**src/rtl/cordic_iter_ctrl.sv**
```systemverilog
// CORDIC iteration sequencer: start -> load strobe -> N enable cycles -> result handshake.
// Optional abort input is enabled by defining CORDIC_ITER_CTRL_ABORT_EN.
module cordic_iter_ctrl #(
    parameter int Width = 5
) (
    input  logic             clk_i,
    input  logic             rst_i,
    input  logic             start_i,
    input  logic [Width-1:0] iters_i,
    input  logic             out_ready_i,
`ifdef CORDIC_ITER_CTRL_ABORT_EN
    input  logic             abort_i,
`endif
    output logic             busy_o,
    output logic             load_o,
    output logic             ena_o,
    output logic [Width-1:0] iter_o,
    output logic             out_valid_o
);

    typedef enum logic [1:0] {
        IDLE,
        LOAD,
        RUN,
        DONE
    } state_e;

    state_e           state_q, state_d;
    logic [Width-1:0] n_q, n_d;
    logic [Width-1:0] rem_q, rem_d;
    logic [Width-1:0] iter_q, iter_d;
    logic             abort;

`ifdef CORDIC_ITER_CTRL_ABORT_EN
    assign abort = abort_i;
`else
    assign abort = 1'b0;
`endif

    always_comb begin
        state_d = state_q;
        n_d     = n_q;
        rem_d   = rem_q;
        iter_d  = iter_q;
        unique case (state_q)
            IDLE: begin
                if (start_i) begin
                    n_d     = iters_i;
                    state_d = LOAD;
                end
            end
            LOAD: begin
                if (abort) begin
                    state_d = IDLE;
                end else begin
                    rem_d   = n_q;
                    iter_d  = '0;
                    state_d = (n_q == '0) ? DONE : RUN;
                end
            end
            RUN: begin
                if (abort) begin
                    state_d = IDLE;
                end else begin
                    rem_d = rem_q - Width'(1);
                    // Exit on the last count so iter_o stops at N-1 and rem never wraps
                    if (rem_q == Width'(1)) begin
                        state_d = DONE;
                    end else begin
                        iter_d = iter_q + Width'(1);
                    end
                end
            end
            DONE: begin
                if (out_ready_i) begin
                    state_d = IDLE;
                end
            end
            default: state_d = IDLE;
        endcase
    end

    always_ff @(posedge clk_i) begin
        if (rst_i) begin
            state_q <= IDLE;
            n_q     <= '0;
            rem_q   <= '0;
            iter_q  <= '0;
        end else begin
            state_q <= state_d;
            n_q     <= n_d;
            rem_q   <= rem_d;
            iter_q  <= iter_d;
        end
    end

    assign busy_o      = (state_q != IDLE);
    assign load_o      = (state_q == LOAD);
    assign ena_o       = (state_q == RUN);
    assign out_valid_o = (state_q == DONE);
    assign iter_o      = iter_q;

endmodule

```
**config.mk**
```make
export PLATFORM = sky130hd
export DESIGN_NAME = cordic_iter_ctrl
export DESIGN_NICKNAME = d
export VERILOG_FILES = /design/src/rtl/cordic_iter_ctrl.sv
export SDC_FILE = /design/constraint.sdc
export NUM_CORES = 1
export LEC_CHECK = 0
export ABC_AREA = 1
export CAP_MARGIN = 20
export CELL_PAD_IN_SITES_DETAIL_PLACEMENT = 1
export CELL_PAD_IN_SITES_GLOBAL_PLACEMENT = 2
export CORE_MARGIN = 4
export CORE_UTILIZATION = 28
export CTS_CLUSTER_DIAMETER = 200
export DETAILED_ROUTE_END_ITERATION = 8
export PLACE_DENSITY_LB_ADDON = 0.1
export SLEW_MARGIN = 30
export SYNTH_ARGS = -nofsm -noshare
export SYNTH_HDL_FRONTEND = slang
export SYNTH_SLANG_ARGS = --single-unit
```
**constraint.sdc**
```tcl
create_clock -name clk_i -period 1.8 [get_ports clk_i]
set_clock_uncertainty 0.1 [all_clocks]
set_input_delay 0.36 -clock clk_i [delete_from_list [all_inputs] [get_ports clk_i]]
set_output_delay 0.36 -clock clk_i [all_outputs]
set_load 0.02 [all_outputs]
```
Word-level counts from Yosys, hierarchy flattened
Index checks and enable logic that the tools add are counted.
{"block": "classes", "muxes": 8, "n_reduce_logical": 7, "n_eq_ne": 8, "addsub": 2}
{"operator": "5-bit case mux with 2 select lines", "count": 2}
{"operator": "2-bit case mux with 4 select lines", "count": 1}
{"operator": "2-bit 2-to-1 mux", "count": 3}
{"operator": "2-bit inequality test, second input constant", "count": 3}
{"operator": "5-bit by 1-bit adder with 5-bit output, second input constant", "count": 1}
{"operator": "5-bit by 1-bit equality test with 1-bit output, second input constant", "count": 1}
{"operator": "5-bit logical NOT", "count": 1}
{"operator": "5-bit 2-to-1 mux", "count": 1}
{"operator": "5-bit by 1-bit subtractor with 5-bit output, second input constant", "count": 1}
{"operator": "2-bit equality test, second input constant", "count": 2}
{"operator": "2-bit AND reduction", "count": 2}
{"operator": "2-bit nonzero test", "count": 2}
{"operator": "3-bit AND reduction", "count": 1}
{"operator": "2-bit by 1-bit equality test with 1-bit output, second input constant", "count": 1}
{"operator": "2-bit logical NOT", "count": 1}
{"operator": "2-bit by 1-bit inequality test with 1-bit output, second input constant", "count": 1}
{"operator": "1-bit 2-to-1 mux", "count": 1}
{"block": "totals", "output_inout_bits": 9, "input_bits": 9, "regBits": 17, "word_cells": 29}

Depth between registers and ports, before layout
{"block": "logic_depth", "ltp_word": 3, "depth_mapped": 10, "mapped_depth_nobuf": 10}

Least setup slack after synthesis
Ideal clock, no wire load.
{"block": "synth_path", "path_type": "flip-flop to flip-flop", "from": "register state_q[0]", "to": "register iter_q[3] (netlist: iter_o[3])", "synth_period_minus_slack_ns": 1.501, "arrival_ns": 1.286, "slack_ns": 0.299, "n_path_buf": 0, "required_time_ns": 1.585, "setup_ns": 0.115, "path_stages_with_launch": 8, "cell_sequence": "dfxtp_1 > inv_1 > ha_1 > inv_4 > nand2_4 > nand2_4 > a21oi_1 > nor2_1"}
{"block": "synth_via", "elab_chain_cells": 3, "elab_cells_between_ends": 6, "classes_between": "eq/ne (3); mux (1); reduce/logical (2)"}
{"element": "start, declared", "line_no": "28", "source": "state_e state_q, state_d;"}
{"element": "start signal, assigned", "line_no": "90", "source": "state_q <= state_d;"}
{"element": "2-bit equality test *"}
{"element": "named net ena_o", "line_no": "16", "source": "output logic ena_o,"}
{"element": "2-bit inequality test (no source line) or 2-bit nonzero test (tied branches)"}
{"element": "2-bit AND reduction (no source line)"}
{"element": "end signal, assigned", "line_no": "93", "source": "iter_q <= iter_d;"}
{"element": "end, declared", "line_no": "31", "source": "logic [Width-1:0] iter_q, iter_d;"}
Mark *: on every way through the listed nets, which the timed path passes. The rest lies on a longest branch.
A chain may end at the register's enable or synchronous reset.

Worst setup path in the final report
{"block": "layout_path", "from": "register state_q[0]", "to": "output out_valid_o"}
{"block": "layout_via", "elab_chain_cells": 1}
{"element": "2-bit equality test", "line_no": "100", "source": "assign out_valid_o = (state_q == DONE);"}
{"element": "end, declared", "line_no": "18", "source": "output logic out_valid_o"}
No other way between the ends.

==> results.md <==
- IO Port Bufs: 17
- Fin Hold WS: 0.397 ns
- Synth cell types: 23
- Maximum vdd drop: 0.713 mV
- Total GRT Usage: 0.124
- Die X: 66.6 µm
- Placed instance count: 198
- Worst-skew pair later-pin latency: 0.30 ns
- Worst r2r dst: iter_o[3]
- Clock transition at path regs: 0.11 ns
- Status: complete, no violations
- Die Span Y: 66.6 µm
- Total congestion overflow: 0
- Worst hold endpoint: n_q[3]
- Max Cap Viol: 0
- Number of global-route vias before repair: 916
- Slew HR: 0.773
- Crit-path max FO: 4
- Core Region: 3340 µm²
- Hold Buf Count CTS: 0
- Area after DPL: 1230 µm²
- Area Overhead vs Synth: 31.1%
- Rows: 21
- Worst Hold Depth: 2
- Hold crit path type: reg2reg
- CTS Buf Count: 3
- Layout cells sized above 1: 0.167
- TritonCTS clock tree: built
- PD cells: 1430 nW/µm²
- DP HPWL: 1.93 mm
- WP data required: 1.34 ns
- # setup viols final: 0
- Global-route wire length before repair: 4.13 mm
- Post-Syn Area per Cell: 7.40 µm²
- Critical path class: reg2out
- Setup total negative slack: 0 ns
- RSZ-0062 raised after global routing: false
- Largest net degree at the start of global routing: 11
- Final instance area: 1260 µm²
- Avg WL per Cell: 12.0 µm
- Post-Layout Cell Count: 202
- Mapped Cells: 130
- Syn nets: 147
- DR iter-0 viols: 40
- Final period util: 0.955
- Initial DRT Pass Iterations: 4
- Clk sinks: 17
- WP data arrival: 1.26 ns
- Final nets: 174
- Worst r2r path cells: 9
- Final worst path period need: 1.72 ns
- IO Pins: 18
- Hold Crit Start: n_q[3]
- Worst-margin pin slew: 0.340 ns
- Final GP Congestion: 0.772
- Die ar.: 4440 µm²
- Seq/Total Area, Yosys: 0.354
- Cell leakage power: 0.587 nW
- DR vias: 910
- Cell Area, Synth: 962 µm²
- Initial antenna violation count: 0
- Post-route DRC violation count: 0
- F_max: 0.582 GHz
- Yosys reg bits: 17
- Hold Fails Final Rpt: 0
- Number of diodes: 0
- Type of origin of the critical path: register
- Post-Route WL: 2.42 mm
- Clk buf depth: 2
- Root Driver: clkbuf_4
- Reg2reg start: state_q[0]
- Initial Util: 0.288
- Avg Vias per Cell: 4.50
- Reg-to-reg slack, setup: 0.37 ns
- Post-route ant nets: 0
- Yosys warnings: 0
- CTS H-tree lvls: 1
- CP Capture Type: output pin
- Fin. max-slew vios: 0
-- where the power goes --
| group | internal (mW) | total, mW | leakage (nW) | switching, mW |
|---|---|---|---|---|
| logic | 0.419 | 1.03 | 0.429 | 0.607 |
| registers | 0.479 | 0.562 | 0.140 | 0.0831 |
| clock network | 0.0827 | 0.215 | 0.0177 | 0.132 |
-- state kept, by name, summed over array words and instances (netlist names) --
register,cells
state_q,2
iter_o,5
n_q,5
rem_q,5
-- cell type report --
type / instances / area [µm²]
Sequential cell: 17 / 344
Timing Repair Buffer: 23 / 213
Tap cell: 46 / 57.6
Clock buffer: 3 / 22.5
Inverter: 19 / 73.8
Multi-Input combinational cell: 93 / 546
Clock inverter: 1 / 5.00
Fill cell: 445 / 2080
-- routing by layer --
| layer | routed length, µm | vias to the layer above | global-route usage |
|---|---|---|---|
| li1 | - | 476 | - |
| met1 | 1160 | 418 | 0.152 |
| met2 | 1180 | 14 | 0.212 |
| met3 | 65 | 2 | 0.0253 |
| met4 | 16 | 0 | 0.0457 |
| met5 | 0 | - | 0 |
-- synth_stat cells --
master / number / share of area
nand2_1: 23 / 0.090
dfxtp_1: 17 / 0.35
inv_1: 17 / 0.066
a21oi_1: 15 / 0.078
nand3_1: 10 / 0.052
nor2_1: 10 / 0.039
ha_1: 8 / 0.10
o21ai_0: 8 / 0.042
a21oi_2: 3 / 0.027
nand2_4: 3 / 0.035
nand3b_1: 2 / 0.016
o211ai_1: 2 / 0.016
o21ai_1: 2 / 0.010
and3_1: 1 / 0.0065
buf_2: 1 / 0.0052
inv_2: 1 / 0.0039
inv_4: 1 / 0.0065
nand2_2: 1 / 0.0065
nand3_2: 1 / 0.010
nor2_2: 1 / 0.0065
o21bai_1: 1 / 0.0078
xnor2_1: 1 / 0.0091
xor2_1: 1 / 0.0091
-- worst max-delay path, cell delays in order (launching register included) --
cell             delay [ns]
dfxtp_1                0.33
buf_4                  0.14
ha_1                   0.20
clkdlybuf4s15_1        0.29
-- stage by stage --
| step | setup slack [ns] | total power [mW] | utilization |
|---|---|---|---|
| 2_1_floorplan | 0.299 | 1.25 | - |
| 3_3_place_gp | 0.0383 | 1.60 | 0.369 |
| 3_5_place_dp | -0.0139 | 1.63 | 0.369 |
| 4_1_cts | 0.00987 | 1.83 | 0.375 |
| 5_1_grt | 0.0107 | 1.99 | 0.378 |
| 6_report | 0.0812 | 1.80 | 0.378 |
-- cells by family after synthesis --
logic type      share of synthesized area
flops                               0.354
fa+ha+maj                           0.104
compound gates                      0.181
buf+inv                            0.0819
xor+xnor                           0.0182
simple gates                        0.261
-- how the worst max path moves through the flow --
| stage | endpoint | from | slack [ns] | cells after the start |
|---|---|---|---|---|
| floorplan | iter_o[3] | state_q[0] | 0.30 | 7 |
| global placement | busy_o | state_q[1] | 0.04 | 4 |
| detailed placement | busy_o | state_q[1] | -0.01 | 4 |
| CTS | load_o | state_q[1] | 0.01 | 3 |
| global route | out_valid_o | state_q[0] | 0.01 | 3 |
| finish | out_valid_o | state_q[0] | 0.08 | 3 |
-- placed cells by master (no fill, tap or decap), drive strengths merged --
cell,count
nand3,11
clkinv,1
o21ai,10
dlygate4sd2,3
inv,19
o21bai,1
a21oi,18
ha,8
buf,6
clkbuf,4
and3,1
nor2,11
clkdlybuf4s50,8
nand2,27
xnor2,1
clkdlybuf4s15,3
dlymetal6s2s,2
dfxtp,17
nand3b,2
o211ai,2
xor2,1
-- repair_timing --
item | 4_1_cts | 5_1_grt
gates resized for setup | 10 | 9
setup buffers | 0 | 0
endpoints found under the setup margin | 7 | 6
hold endpoints to repair | 0 | 0
Note: power is estimated with default switching activity, not from simulation.
==> patch (config.mk and constraints unchanged) <==
`Width`: 5 -> 10.
--- a/src/rtl/cordic_iter_ctrl.sv
+++ b/src/rtl/cordic_iter_ctrl.sv
@@ -3,3 +3,3 @@
 module cordic_iter_ctrl #(
-    parameter int Width = 5
+    parameter int Width = 10
 ) (
Ports: changed (resized iter_o and iters_i); port bits go from 18 to 28. No check against the original RTL was run, so the function may have changed too.
==> patch against the original RTL <==
- sequential power increased by 81%
- critical path type unchanged
- maximum frequency decreased by 1.6%
- routed wire length increased by 120%
- setup slack got worse by 0.027 ns
- count of clock-buffer cells in the layout increased by 4
- first-iteration DRC count increased by 10%
- power increased by 120%
- design area increased by 89%
- synthesized area increased by 92%
- synthesized cell count increased by 110%
- largest cell class unchanged
- sequential cell count increased by 15
==> patch: results (changes against the original RTL) <==
metric,value,unit,change
Hold WC Path Type,reg2reg,,unchanged
vias per cell,4.58,,was 4.50
Worst path slowest cell,clkdlybuf4s50_1,,was dfxtp_1
Startpoint Class,register,,unchanged
status,"finished, final reports clean",,unchanged
TritonCTS buffer count,5,,was 3
peak supply drop,695,uV,was 713 uV
Synth Flop Type,dfxtp_1,,unchanged
actual slew at the worst max-slew pin,0.426,ns,was 0.340 ns
Root Buffer,clkbuf_8,,was clkbuf_4
"Arr. time, crit path",1.29,ns,was 1.26 ns
initial antenna violation count,0,,unchanged
Yosys cell types,30,,was 23
hold path startpoint,n_q[6],,was n_q[3]
largest net degree at the start of global routing,19,,was 11
pre-CTS WS,0.0379,ns,was -0.0139 ns
wire per inst,13.2,microns,was 12.0 microns
worst reg-to-reg path cell count,8,,was 9
WL met3,195,microns,was 65 microns
yosys warns,0,,unchanged
GR Util All Layers,0.148,,was 0.124
"CTS clk-pin slew, worst paths",0.07,ns,was 0.11 ns
top layer in use,met4,,unchanged
R2R setup slack,0.17,ns,was 0.37 ns
first-pass detailed-route iteration total,4,,unchanged
Leak,0.00103,uW,was 0.000587 uW
post-CTS setup buffers,0,,unchanged
worst-skew pair later-pin latency,0.29,ns,
critical path startpoint,iter_o[9],,was state_q[0]
hold path cells,2,,unchanged
Nets,337,,was 174
length of routed met2 wiring,2170,microns,was 1180 microns
most area-consuming cells after synthesis,"dfxtp_1 35%, nand2_1 13%, a21oi_1 9.2%",,"was dfxtp_1 35%, ha_1 10%, nand2_1 9.0%"
commonest cells in the netlist,"62 x nand2_1, 34 x a21oi_1, 32 x dfxtp_1, 32 x inv_1, 32 x nor2_1",,"was 23 x nand2_1, 17 x dfxtp_1, 17 x inv_1"
placed inst area,2250,sq um,was 1230 sq um
DR iter-0 viols,44,,was 40
R2R Path End,iter_o[9],,was iter_o[3]
layout cell share with drive strength beyond 1,0.130,,was 0.167
Synth async-reset ratio,0,,unchanged
critical path's top delay family,buffers and inverters,,unchanged
Worst Hold Path EP,n_q[6],,was n_q[3]
syn nets,300,,was 147
Port Buf Inserts,27,,was 17
deepest clock path buffer count,2,,unchanged
Layout fillers,823,,was 445
H-tree depth,2,,was 1
GP Congestion,0.741,,was 0.772
diode count,0,,unchanged
number of global-route vias before repair,1852,,was 916
Slowest Stage Delay on Critical Path,0.63,ns,was 0.33 ns
maximum fanout along the worst path,3,,was 4
Metal-1 WL,2770,microns,was 1160 microns
sequential share of the synthesized area,0.346,,was 0.354
worst reg2reg path startpoint,state_q[0],,unchanged
Post-DP HPWL,3880,microns,was 1930 microns
global-route wire length before repair,8960,microns,was 4130 microns
-- patch: report_power, final --
| group | internal (uW) | switching (uW) |
|---|---|---|
| Combinational | 737 | 1360 |
| Sequential | 885 | 135 |
| Clock | 489 | 293 |
-- patch: cell type report --
class / instances / area, sq um / area share
multi-input cells: 199 / 1030 / 0.431
clock inverters: 1 / 30.0 / 0.0126
flip-flops and latches: 32 / 642 / 0.269
inverters: 38 / 145 / 0.0608
well taps: 77 / 96.3 / 0.0403
repair buffers: 39 / 350 / 0.147
clock buffers: 7 / 96.3 / 0.0403
-- patch: logic make-up (layout without fill, tap and decap cells) --
kind of cell               count (synthesis)  count (layout)  synth area share
buffers and inverters                     47              85             0.105
xor gates and xnor gates                   2               2           0.00947
adders and majority gates                  8               8            0.0541
and+or+nand+nor                          131             131             0.315
DFF                                       32              32             0.346
AOI/OAI and AO/OA                         58              58             0.170
-- patch: worst max-delay path by stage --
stage / cells after the start / slack [ns] / endpoint
after floorplan: 9 / 0.14 / iter_o[9]
after detailed placement: 4 / 0.04 / busy_o
after global routing: 1 / 0.003 / iter_o[9]
after CTS: 4 / 0.004 / busy_o
final: 1 / 0.05 / iter_o[9]
after global placement: 4 / 0.07 / busy_o
-- patch: per-stage QoR --
step	total power (uW)	std cells	hold WS, ns
final	3890	393	0.381
after global routing	4320	393	0.407
after CTS	3930	393	0.384
after detailed placement	3150	385	0.374
after global placement	3140	385	0.367
after floorplan	2510	278	0.343
-- patch: metal layers --
metal,vias up,track usage
li1,961,-
met2,24,0.224
met5,-,0
met4,0,0.0447
met3,5,0.0406
met1,811,0.206
-- patch: timing repair --
| action | in CTS | in global routing |
|---|---|---|
| hold buffers | 0 | 0 |
| resized for setup | 10 | 13 |
| gates cloned | 0 | 0 |
| endpoints found under the setup margin | 9 | 11 |
